[src/rtl/fpu_issue_ctrl.sv]
// Command stage for the fpu core: buffers requests in a FIFO, sequences each one
// through a reset/settle/run cycle and returns the result, with a watchdog abort.
module fpu_issue_ctrl #(
    parameter int unsigned FIFO_DEPTH = 4,
    parameter int unsigned TIMEOUT    = 64
) (
    input  logic        clk,
    input  logic        rst,
    input  logic        cmd_valid,
    output logic        cmd_ready,
    input  logic [1:0]  cmd_opcode,
    input  logic [31:0] cmd_a,
    input  logic [31:0] cmd_b,
    output logic        fpu_rst,
    output logic        fpu_start,
    output logic [31:0] fpu_a,
    output logic [31:0] fpu_b,
    output logic [1:0]  fpu_opcode,
    input  logic [31:0] fpu_z,
    input  logic [2:0]  fpu_error,
    input  logic        fpu_done,
    output logic        res_valid,
    input  logic        res_ready,
    output logic [31:0] res_z,
    output logic [2:0]  res_error,
    output logic        res_timeout,
    output logic        busy
);

    localparam int unsigned PTR_W = $clog2(FIFO_DEPTH);
    localparam int unsigned CNT_W = PTR_W + 1;
    localparam int unsigned TO_W  = $clog2(TIMEOUT);

    typedef enum logic [2:0] {
        S_IDLE,
        S_CLEAR,
        S_SETTLE,
        S_RUN,
        S_RESULT
    } state_e;

    state_e state_q, state_d;

    logic [65:0]      mem_q [0:FIFO_DEPTH-1];
    logic [PTR_W-1:0] wr_ptr_q, rd_ptr_q;
    logic [CNT_W-1:0] count_q;
    logic [TO_W-1:0]  to_cnt_q;

    logic [31:0] fpu_a_q, fpu_b_q;
    logic [1:0]  fpu_op_q;
    logic [31:0] res_z_q;
    logic [2:0]  res_error_q;
    logic        res_timeout_q;

    logic push, pop, to_hit;

    assign cmd_ready = (count_q < CNT_W'(FIFO_DEPTH));
    assign push      = cmd_valid & cmd_ready;
    assign pop       = (state_q == S_IDLE) & (count_q != '0);
    assign to_hit    = (to_cnt_q == TO_W'(TIMEOUT - 1));

    // FIFO storage carries no reset; pointers and count define validity.
    always_ff @(posedge clk) begin
        if (push) begin
            mem_q[wr_ptr_q] <= {cmd_opcode, cmd_a, cmd_b};
        end
    end

    always_ff @(posedge clk) begin
        if (rst) begin
            wr_ptr_q <= '0;
            rd_ptr_q <= '0;
            count_q  <= '0;
        end else begin
            if (push) wr_ptr_q <= wr_ptr_q + 1'b1;
            if (pop)  rd_ptr_q <= rd_ptr_q + 1'b1;
            case ({push, pop})
                2'b10:   count_q <= count_q + 1'b1;
                2'b01:   count_q <= count_q - 1'b1;
                default: count_q <= count_q;
            endcase
        end
    end

    always_ff @(posedge clk) begin
        if (rst) begin
            state_q <= S_IDLE;
        end else begin
            state_q <= state_d;
        end
    end

    always_comb begin
        state_d = state_q;
        case (state_q)
            S_IDLE:   if (pop) state_d = S_CLEAR;
            S_CLEAR:  state_d = S_SETTLE;
            S_SETTLE: state_d = S_RUN;
            S_RUN:    if (fpu_done || to_hit) state_d = S_RESULT;
            S_RESULT: if (res_ready) state_d = S_IDLE;
            default:  state_d = S_IDLE;
        endcase
    end

    always_comb begin
        fpu_rst   = rst | (state_q == S_CLEAR);
        fpu_start = (state_q == S_RUN);
        res_valid = (state_q == S_RESULT);
        busy      = (count_q != '0) | (state_q != S_IDLE);
    end

    // Operand latch and result capture; fpu_done outranks the watchdog.
    always_ff @(posedge clk) begin
        if (rst) begin
            fpu_a_q       <= '0;
            fpu_b_q       <= '0;
            fpu_op_q      <= '0;
            res_z_q       <= '0;
            res_error_q   <= '0;
            res_timeout_q <= 1'b0;
            to_cnt_q      <= '0;
        end else begin
            if (pop) begin
                {fpu_op_q, fpu_a_q, fpu_b_q} <= mem_q[rd_ptr_q];
            end
            case (state_q)
                S_SETTLE: to_cnt_q <= '0;
                S_RUN: begin
                    to_cnt_q <= to_cnt_q + 1'b1;
                    if (fpu_done) begin
                        res_z_q       <= fpu_z;
                        res_error_q   <= fpu_error;
                        res_timeout_q <= 1'b0;
                    end else if (to_hit) begin
                        res_z_q       <= '0;
                        res_error_q   <= '1;
                        res_timeout_q <= 1'b1;
                    end
                end
                default: ;
            endcase
        end
    end

    assign fpu_a       = fpu_a_q;
    assign fpu_b       = fpu_b_q;
    assign fpu_opcode  = fpu_op_q;
    assign res_z       = res_z_q;
    assign res_error   = res_error_q;
    assign res_timeout = res_timeout_q;

endmodule

[config.mk]
export PLATFORM = sky130hd
export DESIGN_NAME = fpu_issue_ctrl
export DESIGN_NICKNAME = d
export VERILOG_FILES = /design/src/rtl/fpu_issue_ctrl.sv
export SDC_FILE = /design/constraint.sdc
export NUM_CORES = 1
export LEC_CHECK = 0
export ABC_CLOCK_PERIOD_IN_PS = 8400
export CAP_MARGIN = 5
export CORE_MARGIN = 3
export CORE_UTILIZATION = 52
export DETAILED_ROUTE_END_ITERATION = 10
export PLACE_DENSITY = 0.78
export SLEW_MARGIN = 20
export SYNTH_ARGS = -nofsm -noshare
export SYNTH_HDL_FRONTEND = slang
export SYNTH_SLANG_ARGS = --single-unit
[constraint.sdc]
create_clock -name clk -period 8.4 [get_ports clk]
set_input_delay 2.52 -clock clk [delete_from_list [all_inputs] [get_ports clk]]
set_output_delay 2.52 -clock clk [all_outputs]
set_load 0.005 [all_outputs]
== After elaboration in Yosys (flattened, before gate mapping) ==
Memory sizes are Yosys's and may differ from the RTL's. A register that Yosys moved wholly into a read port is not among the register bits.
Index checks and enable logic that the tools add are counted.

* $add $sub $neg: 5
* Order comparisons: 1
* Eq/ne operators: 10
* Mux-type cells: 14
* Bitwise gates (word level): 4
* Reduce and logical (&&, ||, !) cells: 9

{| class="wikitable"
|+ Operators by type and width
! operator !! count
|-
| $mux 32 || 2
|-
| $mux 3 || 5
|-
| $pmux 3 s5 || 1
|-
| $pmux 6 s2 || 1
|-
| $add 6x1->6 const B || 1
|-
| $eq 3x2->1 const B || 2
|-
| $eq 6x6->1 const B || 1
|-
| $pmux 3 s2 || 1
|-
| $reduce_bool 2->1 || 3
|-
| $reduce_bool 3->1 || 2
|-
| $add 2x1->2 const B || 2
|-
| $mux 1 || 4
|-
| $ne 2x1->1 const B || 2
|-
| $add 3x1->3 const B || 1
|-
| $eq 3x1->1 const B || 1
|-
| $eq 3x3->1 const B || 1
|-
| $logic_not 3->1 || 1
|-
| $lt 3x3->1 const B || 1
|-
| $reduce_and 3->1 || 1
|-
| $sub 3x1->3 const B || 1
|-
| $and 1x1->1 || 2
|-
| $eq 2x1->1 const B || 1
|-
| $eq 2x2->1 const B || 1
|-
| $ne 2x2->1 const B || 1
|-
| 3 further kinds || 4
|}

* Bits in registers: 52
* RAM bits: 264
* Input bits: 106
* Output and inout bits: 107
* Logic and storage cells: 52
* Memories kept: 1

{| class="wikitable"
|+ Memory list
! memory !! depth !! width !! rd ports !! clocked after memory_dff !! write ports !! line !! text
|-
| mem_q || 4 || 66 || 1 || 1 || 1 || 44 || <nowiki>logic [65:0] mem_q [0:FIFO_DEPTH-1];</nowiki>
|}

== Logic depth before layout (Yosys ltp) ==
* Word-level depth: 4
* Mapped depth: 11
* Gate-level depth less buffers: 8

== Worst setup path before layout ==
Ideal clock, no wire load.

* Path kind: in2out
* Start point: input rst
* End point: output fpu_rst
* Arrival: 3.399 ns
* Required time: 5.880 ns
* Path slack: 2.481 ns
* Stages on the path: 5
* Path buffers: 3
* Cells stage by stage: clkbuf_1 > inv_1 > clkbuf_1 > buf_1 > o31ai_1

* Word-level cells in the longest chain between the ends: 1

{| class="wikitable"
|+ Ends and longest elaborated chain
! what !! line !! text
|-
| from (decl) || 8 || <nowiki>input logic rst,</nowiki>
|-
| $or 1x1->1 || 106 || <nowiki>fpu_rst = rst | (state_q == S_CLEAR);</nowiki>
|-
| to (decl) || 14 || <nowiki>output logic fpu_rst,</nowiki>
|}

Every way passes these cells.

== Worst setup path in the final report ==
Same ends and word-level chain as after synthesis.

==> metrics.md <==
| Metric | Value |
|---|---|
| Kind of cell with the highest combined delay on the critical path | buffers and inverters |
| Register bit total from synthesis | 382 |
| Number of placed I/O pins | 213 |
| Cell taking the most area after synthesis | edfxtp_1 |
| Via count of the first global-routing pass | ~8700 |
| Power density relative to cell area | 320 mW/mm² |
| Buf/Inv on CP | 4 |
| Hold violation count in the final report | 0 |
| Cell count after placement | about 1400 |
| Post-CTS Resized | 0 |
| Worst R2R Start | state_q[0] |
| DIE AREA | just under 0.03 mm² |
| Vias per cell | just under 6 |
| Count of pins over their slew limit | 0 |
| Cell leakage power | roughly 0.0058 µW |
| Std-Cell Core Area | about 0.027 mm² |
| First-pass GRT wire length | approximately 48000 µm |
| Nets in the synthesized netlist | 990 |
| Antenna violation net count after detailed routing | 0 |
| Htree depth | 2 |
| Reg-to-reg critical path endpoint | count_q[2] |
| Leading register cell type out of synthesis | edfxtp_1 |
| Number of distinct library cell variants in the gate-level netlist after synthesis | 41 |
| Post-route clock period utilization | about three quarters |
| Post-synth EDFFs | roughly 260 |
| Half-perimeter wire length after placement | ~17000 µm |
| Worst hold path class | flip-flop to flip-flop |
| Run status | finished, final reports clean |
| Hold path startpoint | fpu_a[10] |
| CTS Root Cell | clkbuf_16 |
| Count leader, synth | edfxtp_1 |
| Post-synthesis instance area | around 0.014 mm² |
| FFs w/ async S/R, synth | 0% |
| Synthesized area per cell | 16.2 µm² |
| Maximum number of pins on one net before global-route repair | 97 |
| Placer Congestion | between 0.7 and 0.8 |
| Clock buffer count from CTS | 39 |
| Slew at the pin closest to its max-slew limit | 1120 ps |
| Post-route worst setup slack | 2130 ps |
| Slowest CP cell | clkdlybuf4s50_1 |
| Total negative setup slack | 0 ps |
| Hold-fix buffers at CTS | 0 |
| Worst Reg2Reg Path Length in Cells | 8 |
| Clock transition at the registers of the reported paths | 60 ps |
| Post-DR wirelength/cell | approximately 22 µm |
| Type of element launching the critical path | primary input |
| Layout Nets | about 1200 |
| Initial antenna violation count | 3 |
| Site Rows | 59 |
| Yosys synthesis warning count | 0 |
| Setup slack of the most critical reg-to-reg path | approximately 5900 ps |
| # clock sinks | about 380 |
| Total Routed Length | 31000 µm |
| Clock Tree Buf Depth | 3 |
| Detailed-route via count | ~8400 |
| Max FO, Critical Path | 38 |
| Commonest cells in the netlist | edfxtp_1 (264), dfxtp_1 (118), a21oi_1 (75) |
| Minimum period implied by the final worst setup slack | around 6300 ps |
| Number of max-capacitance violations reported | 0 |
| Cell count after synthesis | 877 |
| Iteration-0 DRC Markers | ~600 |
| Endpoint of the worst hold path | fpu_a[10] |
| Crit. End Element | output pin |
| Starting density of the core | between 50 and 60% |
| Data arrival time at the worst-slack endpoint | around 3800 ps |
| Clock latency reported for the late side of the worst-skew pair | 520 ps |
| Worst-case vdd ir drop | 0.000203 V |
| Most used cell along the critical path | buf_4 |
| CTS tree | built |
| Synth area leaders | edfxtp_1 (56%), dfxtp_1 (17%), mux4_2 (10%), a21oi_1 (2.6%), o21ai_0 (2.5%) |
| Die boundary height | 172 µm |
| Input/output buffers | between 200 and 250 |
| TritonRoute pass-1 iters | 4 |
| Post-place setup slack | 2140 ps |
| Critical path, cell by cell | buf_4 -> inv_1 -> buf_4 -> o31ai_1 -> clkdlybuf4s50_1 |
| Timing-limited maximum frequency | roughly 160 MHz |
| Cells on Worst Hold Path | 2 |
| Synthesis-to-layout area growth | 25.2% |
| Post-synth top area share | 55.6% |
| Unrepaired setup endpoints after global routing | false |
| Post-synthesis sequential area ratio | between 70% and 80% |
| Setup-violating endpoint count in the final report | 0 |
| Largest stage delay, worst path | 480 ps |
| Global route overflow | 0 |
| Worst hold slack across all endpoints | about 470 ps |
| Filler-free cell count of the finished design | ~1400 |
| Number of DRC violations after detailed routing | 0 |
| Worst rel slew slack | approximately a quarter |
| Total routing usage reported by global routing | a little over a fifth |
| Number of post-CTS setup repair buffers | 0 |
| Kind of critical path | primary input to output pin |
| Die Wd | between 150 and 200 µm |
| Proportion of layout cells with a drive suffix above 1 | 16.5% |
| Skew final | about 15 ps |
| Data required, critical path | roughly 6000 ps |
-- where the power goes --
group / switching, µW / internal, µW / leakage (µW) / total (µW)
registers: 193 / 2360 / 0.00338 / 2550
logic: 775 / 670 / 0.00178 / 1440
clock network: 678 / 1030 / 0.000629 / 1700
-- worst register-to-register path: cells and delay by family (launching register included) --
kind,cells,cell delay (ps)
adders and majority gates,2,600
DFF,1,430
and+or+nand+nor,3,1050
xor gates and xnor gates,1,160
AOI/OAI and AO/OA,1,150
buffers and inverters,1,60
-- layer usage --
layer,GRT usage (%),vias to the layer above,routed length [µm]
met4,6.05,2,677
met3,4.41,57,2180
met1,26.5,4251,12400
met2,36.3,286,15800
met5,0,-,20
li1,-,3815,-
-- cell usage in the layout, fill, tap and decap left out, types with 4 or more instances in the layout --
cell type / synthesis / routed
clkbuf_1: 41 / 11
edfxtp_1: 264 / 264
ha_1: 6 / 6
clkbuf_8: 0 / 6
dfxtp_1: 118 / 116
buf_4: 3 / 9
nand3_1: 68 / 68
nor2_1: 9 / 9
nor3b_1: 33 / 33
clkinv_2: 0 / 4
o21ai_0: 72 / 72
nand2_1: 6 / 6
and2_4: 0 / 4
clkdlybuf4s50_1: 0 / 211
a21oi_1: 75 / 75
clkbuf_16: 0 / 40
mux4_2: 66 / 66
a31o_2: 33 / 33
inv_1: 11 / 11
clkinv_1: 0 / 4
-- flip-flops by register name, indices dropped and copies added (netlist names) --
register,count
mem_q,264
fpu_a,32
fpu_b,32
res_z,32
to_cnt_q,6
count_q,3
res_error,3
state_q,3
fpu_opcode,2
rd_ptr_q,2
wr_ptr_q,2
res_timeout,1
-- area by class of cell --
cell class                 instances  area [µm²]
clock buffer                      57        1120
clock inverter                    15         164
tap                              335         419
antenna                            2        5.00
fill                            1808        8660
inverter                          11        41.3
sequential                       382       10300
multi-input combinational        410        3610
timing repair buffer             220        2180
-- per-stage QoR --
step	util (%)	area, µm²	power (µW)
after global routing	67.3	17800	5970
final	67.3	17800	5700
after CTS	67.3	17800	5760
after global placement	62.4	16500	4000
after floorplan	-	14200	3370
after detailed placement	62.4	16500	4050
-- kinds of logic (layout without fill, tap and decap cells) --
family | count (synthesis) | after routing | share of synthesized area (%)
AO/OA/AOI/OAI | 193 | 193 | 7.99
XOR/XNOR | 3 | 3 | 0.184
adder cells (fa/ha/maj) | 7 | 7 | 0.667
buffers and inverters | 85 | 303 | 2.64
flip-flops | 382 | 382 | 72.2
multiplexers | 68 | 68 | 10.6
other | 0 | 2 | 0
AND/OR/NAND/NOR | 139 | 139 | 5.72
-- worst max-delay path by stage --
stage               startpoint  slack [ps]  endpoint  cells past startpoint
finish                     rst        2130   fpu_rst                      5
global route               rst        2050   fpu_rst                      5
CTS                        rst        2140   fpu_rst                      5
detailed placement         rst        2140   fpu_rst                      5
global placement           rst        2150   fpu_rst                      5
floorplan                  rst        2480   fpu_rst                      5
(Power assumes the default switching activity.)
